--- config.mk ---
export PLATFORM = sky130hd
export DESIGN_NAME = operand_fetch
export DESIGN_NICKNAME = d
export VERILOG_FILES = /design/src/rtl/operand_fetch.sv
export SDC_FILE = /design/constraint.sdc
export NUM_CORES = 1
export LEC_CHECK = 0
export BUFFER_PORTS_ARGS = -buffer_cell sky130_fd_sc_hd__clkbuf_2
export CAP_MARGIN = 0
export CORE_ASPECT_RATIO = 0.8
export CORE_MARGIN = 8
export CORE_UTILIZATION = 51
export CTS_BUF_LIST = sky130_fd_sc_hd__clkbuf_16
export DETAILED_ROUTE_END_ITERATION = 8
export PLACE_DENSITY = 0.81
export SETUP_SLACK_MARGIN = 0.2
export SLEW_MARGIN = 40
export SYNTH_ARGS = -nofsm -noshare
export SYNTH_HDL_FRONTEND = slang
export SYNTH_SLANG_ARGS = --single-unit
--- constraint.sdc ---
create_clock -name clk -period 3.3 [get_ports clk]
set_input_delay 0.495 -clock clk [delete_from_list [all_inputs] [get_ports clk]]
set_output_delay 0.495 -clock clk [all_outputs]
set_load 0.02 [all_outputs]
--- src/rtl/operand_fetch.sv ---
// Operand fetch: reads register file sources, bypasses same-cycle writeback, and holds
// a 32-entry busy scoreboard that stalls RAW/WAW hazards before registering operands.
module operand_fetch #(
    parameter int WORD_SIZE = 32,
    parameter int CTRL_W    = 16
) (
    input  logic                 clk,
    input  logic                 rst_n,
    input  logic                 in_valid,
    output logic                 in_ready,
    input  logic [4:0]           in_rs1,
    input  logic [4:0]           in_rs2,
    input  logic [4:0]           in_rd,
    input  logic                 in_uses_rs1,
    input  logic                 in_uses_rs2,
    input  logic                 in_writes_rd,
    input  logic [CTRL_W-1:0]    in_ctrl,
    output logic [4:0]           rf_a1,
    output logic [4:0]           rf_a2,
    input  logic [WORD_SIZE-1:0] rf_a_data,
    input  logic [WORD_SIZE-1:0] rf_b_data,
    input  logic                 wb_valid,
    input  logic [4:0]           wb_rd,
    input  logic [WORD_SIZE-1:0] wb_data,
    input  logic                 flush,
    output logic                 out_valid,
    input  logic                 out_ready,
    output logic [WORD_SIZE-1:0] out_rs1_val,
    output logic [WORD_SIZE-1:0] out_rs2_val,
    output logic [4:0]           out_rd,
    output logic                 out_writes_rd,
    output logic [CTRL_W-1:0]    out_ctrl
);

    // Handshakes: a transfer happens on a rising edge where valid && ready are both high;
    // a producer holding valid keeps its payload stable until that transfer.

    logic [31:0]          busy;
    logic [31:0]          busy_nxt;
    logic                 hit_rs1;
    logic                 hit_rs2;
    logic                 hit_rd;
    logic                 hazard_rs1;
    logic                 hazard_rs2;
    logic                 hazard_rd;
    logic                 accept;
    logic [WORD_SIZE-1:0] op1;
    logic [WORD_SIZE-1:0] op2;

    assign rf_a1 = in_rs1;
    assign rf_a2 = in_rs2;

    assign hit_rs1 = wb_valid && (wb_rd == in_rs1) && (in_rs1 != 5'd0);
    assign hit_rs2 = wb_valid && (wb_rd == in_rs2) && (in_rs2 != 5'd0);
    assign hit_rd  = wb_valid && (wb_rd == in_rd)  && (in_rd  != 5'd0);

    // A writeback landing this cycle resolves the hazard, so it does not stall.
    assign hazard_rs1 = in_uses_rs1  && (in_rs1 != 5'd0) && busy[in_rs1] && !hit_rs1;
    assign hazard_rs2 = in_uses_rs2  && (in_rs2 != 5'd0) && busy[in_rs2] && !hit_rs2;
    assign hazard_rd  = in_writes_rd && (in_rd  != 5'd0) && busy[in_rd]  && !hit_rd;

    assign in_ready = !flush && (!out_valid || out_ready)
                      && !hazard_rs1 && !hazard_rs2 && !hazard_rd;
    assign accept   = in_valid && in_ready;

    always_comb begin
        op1 = rf_a_data;
        op2 = rf_b_data;
        if (in_rs1 == 5'd0)  op1 = '0;
        else if (hit_rs1)    op1 = wb_data;
        if (in_rs2 == 5'd0)  op2 = '0;
        else if (hit_rs2)    op2 = wb_data;
    end

    // Clears first, then the accept's set, so a same-register set/clear leaves the bit set.
    always_comb begin
        busy_nxt = busy;
        if (wb_valid && (wb_rd != 5'd0))
            busy_nxt[wb_rd] = 1'b0;
        if (flush && out_valid && out_writes_rd && (out_rd != 5'd0))
            busy_nxt[out_rd] = 1'b0;
        if (accept && in_writes_rd && (in_rd != 5'd0))
            busy_nxt[in_rd] = 1'b1;
        busy_nxt[0] = 1'b0;
    end

    always_ff @(posedge clk or negedge rst_n) begin
        if (!rst_n)
            busy <= '0;
        else
            busy <= busy_nxt;
    end

    always_ff @(posedge clk or negedge rst_n) begin
        if (!rst_n) begin
            out_valid     <= 1'b0;
            out_rs1_val   <= '0;
            out_rs2_val   <= '0;
            out_rd        <= '0;
            out_writes_rd <= 1'b0;
            out_ctrl      <= '0;
        end else if (flush) begin
            out_valid <= 1'b0;
        end else if (accept) begin
            out_valid     <= 1'b1;
            out_rs1_val   <= op1;
            out_rs2_val   <= op2;
            out_rd        <= in_rd;
            out_writes_rd <= in_writes_rd;
            out_ctrl      <= in_ctrl;
        end else if (out_ready) begin
            out_valid <= 1'b0;
        end
    end

endmodule

==> results of run 1 <==
## cell usage in the layout (no fill, tap or decap), drive strengths merged, types with 3 or more instances in the layout
cell type | synthesis | layout
a21oi | 3 | 3
and3 | 4 | 4
buf | 37 | 23
clkbuf | 23 | 254
clkinv | 0 | 9
dfrtp | 118 | 118
inv | 6 | 7
mux2 | 88 | 88
mux2i | 83 | 83
mux4 | 13 | 13
nand2 | 16 | 16
nand2b | 8 | 8
nand3 | 11 | 11
nand3b | 9 | 9
nand4b | 3 | 3
nor2 | 75 | 75
nor2b | 4 | 4
nor3 | 3 | 3
nor4 | 6 | 6
nor4b | 3 | 3
o21ai | 4 | 4
o221ai | 30 | 30
o22ai | 7 | 7
o31ai | 20 | 20
o41ai | 12 | 12
or2 | 4 | 4
or3 | 3 | 3
xnor2 | 3 | 3
xor2 | 12 | 12
## cell families (layout without fill, tap and decap cells)
family / after synthesis / after routing / share of synthesized area, %
AOI/OAI and AO/OA: 88 / 88 / 9.921
muxes: 184 / 184 / 30.16
DFF: 118 / 118 / 42.11
xor gates and xnor gates: 15 / 15 / 1.874
buffers and inverters: 66 / 297 / 4.889
and+or+nand+nor: 157 / 157 / 11.05
## metrics by stage
stage / total power [mW] / instances / utilization [%] / hold slack [ns] / instance area [um^2]
floorplan: 2.932 / 628 / - / 0.1994 / 7012
global placement: 3.554 / 1008 / 61.93 / 0.4864 / 8362
detailed placement: 3.593 / 1008 / 61.93 / 0.4920 / 8362
CTS: 5.385 / 1039 / 66.09 / 0.08482 / 8924
global route: 5.599 / 1039 / 66.09 / 0.1084 / 8924
finish: 5.360 / 1039 / 66.09 / 0.07248 / 8924
## worst paths after layout
path	startpoint	end	slack [ns]	cells after the start
worst max register to register	busy[7]$_DFF_PN0_	out_rs2_val[27]$_DFFE_PN0P_	0.44	7
max in group asynchronous	rst_n	out_rs2_val[17]$_DFFE_PN0P_	2.40	2
worst min register to register	out_rs2_val[5]$_DFFE_PN0P_	out_rs2_val[5]$_DFFE_PN0P_	0.50	1
worst min-delay path	rst_n	out_ctrl[7]$_DFFE_PN0P_	0.07	1
min in group clk	flush	out_valid$_DFFE_PN0P_	0.30	2
worst max-delay path	busy[7]$_DFF_PN0_	in_ready	0.42	5
## flip-flops by register name, indices dropped and copies added (netlist names)
signal / cells
busy: 31
out_ctrl: 16
out_rd: 5
out_rs1_val: 32
out_rs2_val: 32
out_valid: 1
out_writes_rd: 1
## final cells by class
cell class                      count  share of cell area (%)
Multi-Input combinational cell    444                   41.91
Sequential cell                   118                   33.09
Timing Repair Buffer              260                   15.93
Clock buffer                       17                   4.767
Tap cell                          180                   2.524
Clock inverter                     14                   1.528
Inverter                            6                  0.2524
## worst max-delay path: stages, from the launching register on
cell	delay (ns)
dfrtp_1	0.44
mux4_2	0.50
a2111o_1	0.41
nand4_1	0.17
and4_1	0.25
clkbuf_2	0.19
## report_power, final
part | internal [mW] | total [mW] | leakage [nW] | switching [mW]
registers | 1.77 | 2.02 | 1.46 | 0.250
clock network | 1.10 | 1.78 | 0.271 | 0.679
logic | 0.646 | 1.57 | 2.29 | 0.919
total | 3.51 | 5.36 | 4.02 | 1.85
## routing by layer
layer  share of wire [%]  up-vias  global-route usage, %
met5                   0        -                  1.389
met4                 2.3        0                  8.201
met3                  13       49                  12.34
met2                  45      403                  38.62
met1                  40     3095                  33.08
li1                    -     2794                      -
==> results.json, run 1 <==
{
  "worstSetupEndpointType": "output pin",
  "first_global_vias": 6614,
  "tightest_slew_ns": 0.5869,
  "cts_max_path_buffers": 2,
  "vias": 6341,
  "place_hpwl_mm": 17.02,
  "p_leak_nw": 4.017,
  "synth_top_cells_by_area": "dfrtp_1 (42%), mux2_2 (14%), mux2i_1 (12%), mux4_2 (4.2%), nor2_1 (4.0%)",
  "ys_types": 44,
  "synth.top_cells.by_count": "dfrtp_1 (118), mux2_2 (88), mux2i_1 (83), nor2_1 (75), o221ai_1 (30)",
  "number_of_warnings_printed_during_yosys_synthesis": 0,
  "die_height_um": 120.9,
  "drt_pass_1_iters": 6,
  "clock_insertion_delay_worst_skew_ns": 0.42,
  "synth-edff-count": 0,
  "drt-vias-per-instance": 6.103,
  "chip_width_um": 147.1,
  "cell_rows": 38,
  "detail_route.wl_per_cell_um": 22.24,
  "synth_seq_cells": 118,
  "gp_routability_congestion": 0.9724,
  "rsz0062_at_grt": "no",
  "synth_top_flop_cell": "dfrtp_1",
  "clkSinkCount": 118,
  "holdBufCountCts": 0,
  "design.die.area_um2": 17780,
  "core_um2": 13500,
  "ioPinCount": 239,
  "register_area_um2": 2953,
  "critPathMaxFanout": 4,
  "post-cts-setup-buffers": 0,
  "final.setup_skew_ns": 0.01534,
  "grt_overflow_total": 0,
  "report.final.slew_viol_count": 0,
  "postRouteAntennaNets": 0,
  "final_layout_size_suffix_gt1_share_pct": 46.68,
  "layout-area-overhead-vs-synth_pct": 27.27,
  "crit_required_ns": 2.80,
  "category_of_the_critical_setup_timing_path": "reg -> out",
  "finalHoldViolations": 0,
  "nets": 988,
  "hold_path_class": "in -> async",
  "syn_area_um2": 7012,
  "maximum_number_of_pins_on_one_net_before_global_route_repair": 79,
  "floorplan.initialDensity_pct": 51.93,
  "drc_errors": 0,
  "setup_viol": 0,
  "htreeDepth": 4,
  "syn_avg_cell_area_um2": 11.17,
  "powerDensity_nw_per_um2": 600.7,
  "groute.usage.overall_pct": 26.06,
  "final.fill_count": 1056,
  "totalWireLength_mm": 23.10,
  "synthDominantCellAreaShare_pct": 42.11,
  "critPathLaunchType": "flip-flop",
  "clock_tree_from_tritoncts": "done",
  "outcome": "finished clean",
  "maxClockFrequency_mhz": 346.9,
  "synth_top_cell_by_area": "dfrtp_1",
  "count_of_cells_resized_by_post_cts_repair": 0,
  "totalNegativeSetupSlack_ns": 0,
  "grt_first_pass_wirelength_mm": 36.67,
  "crit_arrival_ns": 2.39,
  "synth.net_count": 769,
  "period_needed_ns": 2.883,
  "slew_headroom_pct": 60.87,
  "maxCapViolations": 0,
  "yosysSeqAreaShare_pct": 42.11,
  "worst_ir_drop_vdd_uv": 417.1,
  "number_of_antenna_violations_at_the_first_check_in_global_routing": 0,
  "clock_buffer_count_from_cts": 17,
  "multi_input_area_um2": 3740,
  "setup_ws_post_layout_ns": 0.4170,
  "dr.first_iter.drc_count": 715,
  "antenna_diode_count": 0,
  "placement.io_buffers": 238,
  "postSynthCellCount": 628,
  "clock-root-buffer": "clkbuf_16",
  "dp_slack_ns": 0.2204,
  "asyncSetResetFlopFracSynth_pct": 100.0,
  "cts.reportedPaths.clkPinSlew_ns": 0.06,
  "period_share_pct": 87.36,
  "leading_cell_type_by_number_of_instances_after_synthesis": "dfrtp_1"
}
(Power assumes the default switching activity.)
==> run 2, diff against run 1 <==
CORE_ASPECT_RATIO = 0.6   (was 0.8)
SKIP_LAST_GASP = 1   (was not set)
==> run 2 against run 1 <==
  * First-iteration DRC count fell by 19%
  * Fmax is 4.4% lower
  * Sequential power about the same
  * Clock power rose by 8%
  * Power increased by 2.8%
  * Critical path type is now in -> out
  * Die area is 0.56% higher
  * Global-route usage shrank 0.50 points
  * Highest routed layer unchanged
  * Largest cell class unchanged
==> results.json, run 2 (synthesis gave the netlist of run 1 again) <==
{
  "outcome": "finished clean",
  "biggestRegsByFlops": "out_rs1_val (32), out_rs2_val (32), busy (31)",
  "final.setup_skew_ns": 0.01676,
  "leading_cell_types_in_the_layout_fill_and_taps_excluded": "clkbuf_2 (237), dfrtp_1 (118), mux2_2 (88)",
  "drt_pass_1_iters": 5,
  "postRouteAntennaNets": 0,
  "clock_buffer_count_from_cts": 17,
  "number_of_antenna_violations_at_the_first_check_in_global_routing": 0,
  "crit_arrival_ns": 2.52,
  "critical-path-slowest-cell": "mux4_2",
  "core_um2": 13540,
  "p_leak_nw": 4.028,
  "maxCapViolations": 0,
  "grt_overflow_total": 0,
  "setup_ws_post_layout_ns": 0.2857,
  "worst_ir_drop_vdd_uv": 380.4,
  "place_hpwl_mm": 17.64,
  "cp_common_cell": "clkbuf_2",
  "maxClockFrequency_mhz": 331.8,
  "maximum_number_of_pins_on_one_net_before_global_route_repair": 55,
  "totalNegativeSetupSlack_ns": 0,
  "cpPeakStageDelay_ns": 0.58,
  "critPathLaunchType": "primary input",
  "clock-root-buffer": "clkbuf_16",
  "final_layout_size_suffix_gt1_share_pct": 46.79,
  "layout-area-overhead-vs-synth_pct": 27.50,
  "multi_input_area_um2": 3740,
  "period_share_pct": 91.34,
  "report.final.slew_viol_count": 0,
  "antenna_diode_count": 0,
  "powerDensity_nw_per_um2": 616.7,
  "tightest_slew_ns": 0.7249,
  "critPathTopFamily": "multiplexers",
  "register_area_um2": 2953,
  "final_util_pct": 66.01,
  "htreeDepth": 4,
  "path_cells": "clkbuf_2, mux4_2, a2111o_1, nand4_1, and4_1, clkbuf_2",
  "crit_buf_inv": 2,
  "placedCellCount": 1000,
  "placement.io_buffers": 238,
  "post-cts-setup-buffers": 0,
  "totalWireLength_mm": 23.42,
  "mostFrequentLayoutCell": "clkbuf_2",
  "chip_width_um": 167.4,
  "crit_required_ns": 2.80,
  "clkSinkCount": 118,
  "vias": 6276,
  "worstSetupEndpointType": "output pin",
  "first_global_vias": 6528,
  "drc_errors": 0,
  "timing.hold.ws_ns": 0.1485,
  "final.fill_count": 1103,
  "finalHoldViolations": 0,
  "slew_headroom_pct": 51.67,
  "groute.usage.overall_pct": 25.56,
  "total_power_mw": 5.513,
  "floorplan.initialDensity_pct": 51.77,
  "holdBufCountCts": 0,
  "drt-vias-per-instance": 6.081,
  "hold_path_class": "in -> async",
  "ioPinCount": 239,
  "instances_no_fill": 1032,
  "critPathMaxFanout": 13,
  "period_needed_ns": 3.014,
  "dr.first_iter.drc_count": 582,
  "detail_route.wl_per_cell_um": 22.69,
  "dpl-instance-area_um2": 8320,
  "cts.reportedPaths.clkPinSlew_ns": 0.05,
  "stdcell_area_um2": 8940,
  "cts_max_path_buffers": 2,
  "grt_first_pass_wirelength_mm": 36.34,
  "category_of_the_critical_setup_timing_path": "in -> out",
  "design.die.area_um2": 17880,
  "clock_tree_from_tritoncts": "done",
  "nets": 985,
  "gp_routability_congestion": 1.035,
  "clock_insertion_delay_worst_skew_ns": 0.40,
  "setup_viol": 0,
  "count_of_cells_resized_by_post_cts_repair": 0,
  "die_height_um": 106.8,
  "rsz0062_at_grt": "no",
  "dp_slack_ns": 0.2029,
  "cell_rows": 33
}
[run 2: routing by layer]
| metal | share of wire (%) | global-route usage (%) | vias to the layer above |
|---|---|---|---|
| met1 | 42 | 33.23 | 3069 |
| met3 | 13 | 12.69 | 34 |
| li1 | - | - | 2789 |
| met5 | 0 | 0 | - |
| met4 | 1.5 | 5.707 | 0 |
| met2 | 43 | 37.83 | 384 |
[run 2: worst reg2reg max path: stages (launching register included)]
cell and delay [ns]:
dfrtp_1 0.46, mux4_2 0.49, a2111o_1 0.42, nand4_1 0.17, and3_1 0.24, nand3_4 0.12, buf_4 0.33, o41ai_1 0.39
[run 2: path summary, 6_finish.rpt]
path                                              from                     endpoint  slack, ns  cells past startpoint
max reg2reg                          busy[7]$_DFF_PN0_            busy[7]$_DFF_PN0_       0.56                      7
max in group asynchronous                        rst_n            busy[4]$_DFF_PN0_       2.40                      2
max                                          in_rs1[0]                     in_ready       0.29                      6
min                                              rst_n            busy[1]$_DFF_PN0_       0.15                      1
min reg2reg                out_rs2_val[11]$_DFFE_PN0P_  out_rs2_val[11]$_DFFE_PN0P_       0.50                      1
min in group clk                                 flush        out_valid$_DFFE_PN0P_       0.31                      2
[run 2: area by class of cell]
| type | count | area share [%] |
|---|---|---|
| Inverter | 6 | 0.2519 |
| Clock buffer | 17 | 4.759 |
| Tap cell | 175 | 2.449 |
| Timing Repair Buffer | 257 | 15.51 |
| Clock inverter | 15 | 2.169 |
| Multi-Input combinational cell | 444 | 41.83 |
| Sequential cell | 118 | 33.03 |
[run 2: report_power, final]
part | internal [mW] | leakage (nW) | switching, mW
Combinational | 0.642 | 2.27 | 0.928
Sequential | 1.77 | 1.46 | 0.249
Clock | 1.21 | 0.300 | 0.716
Total | 3.62 | 4.03 | 1.89
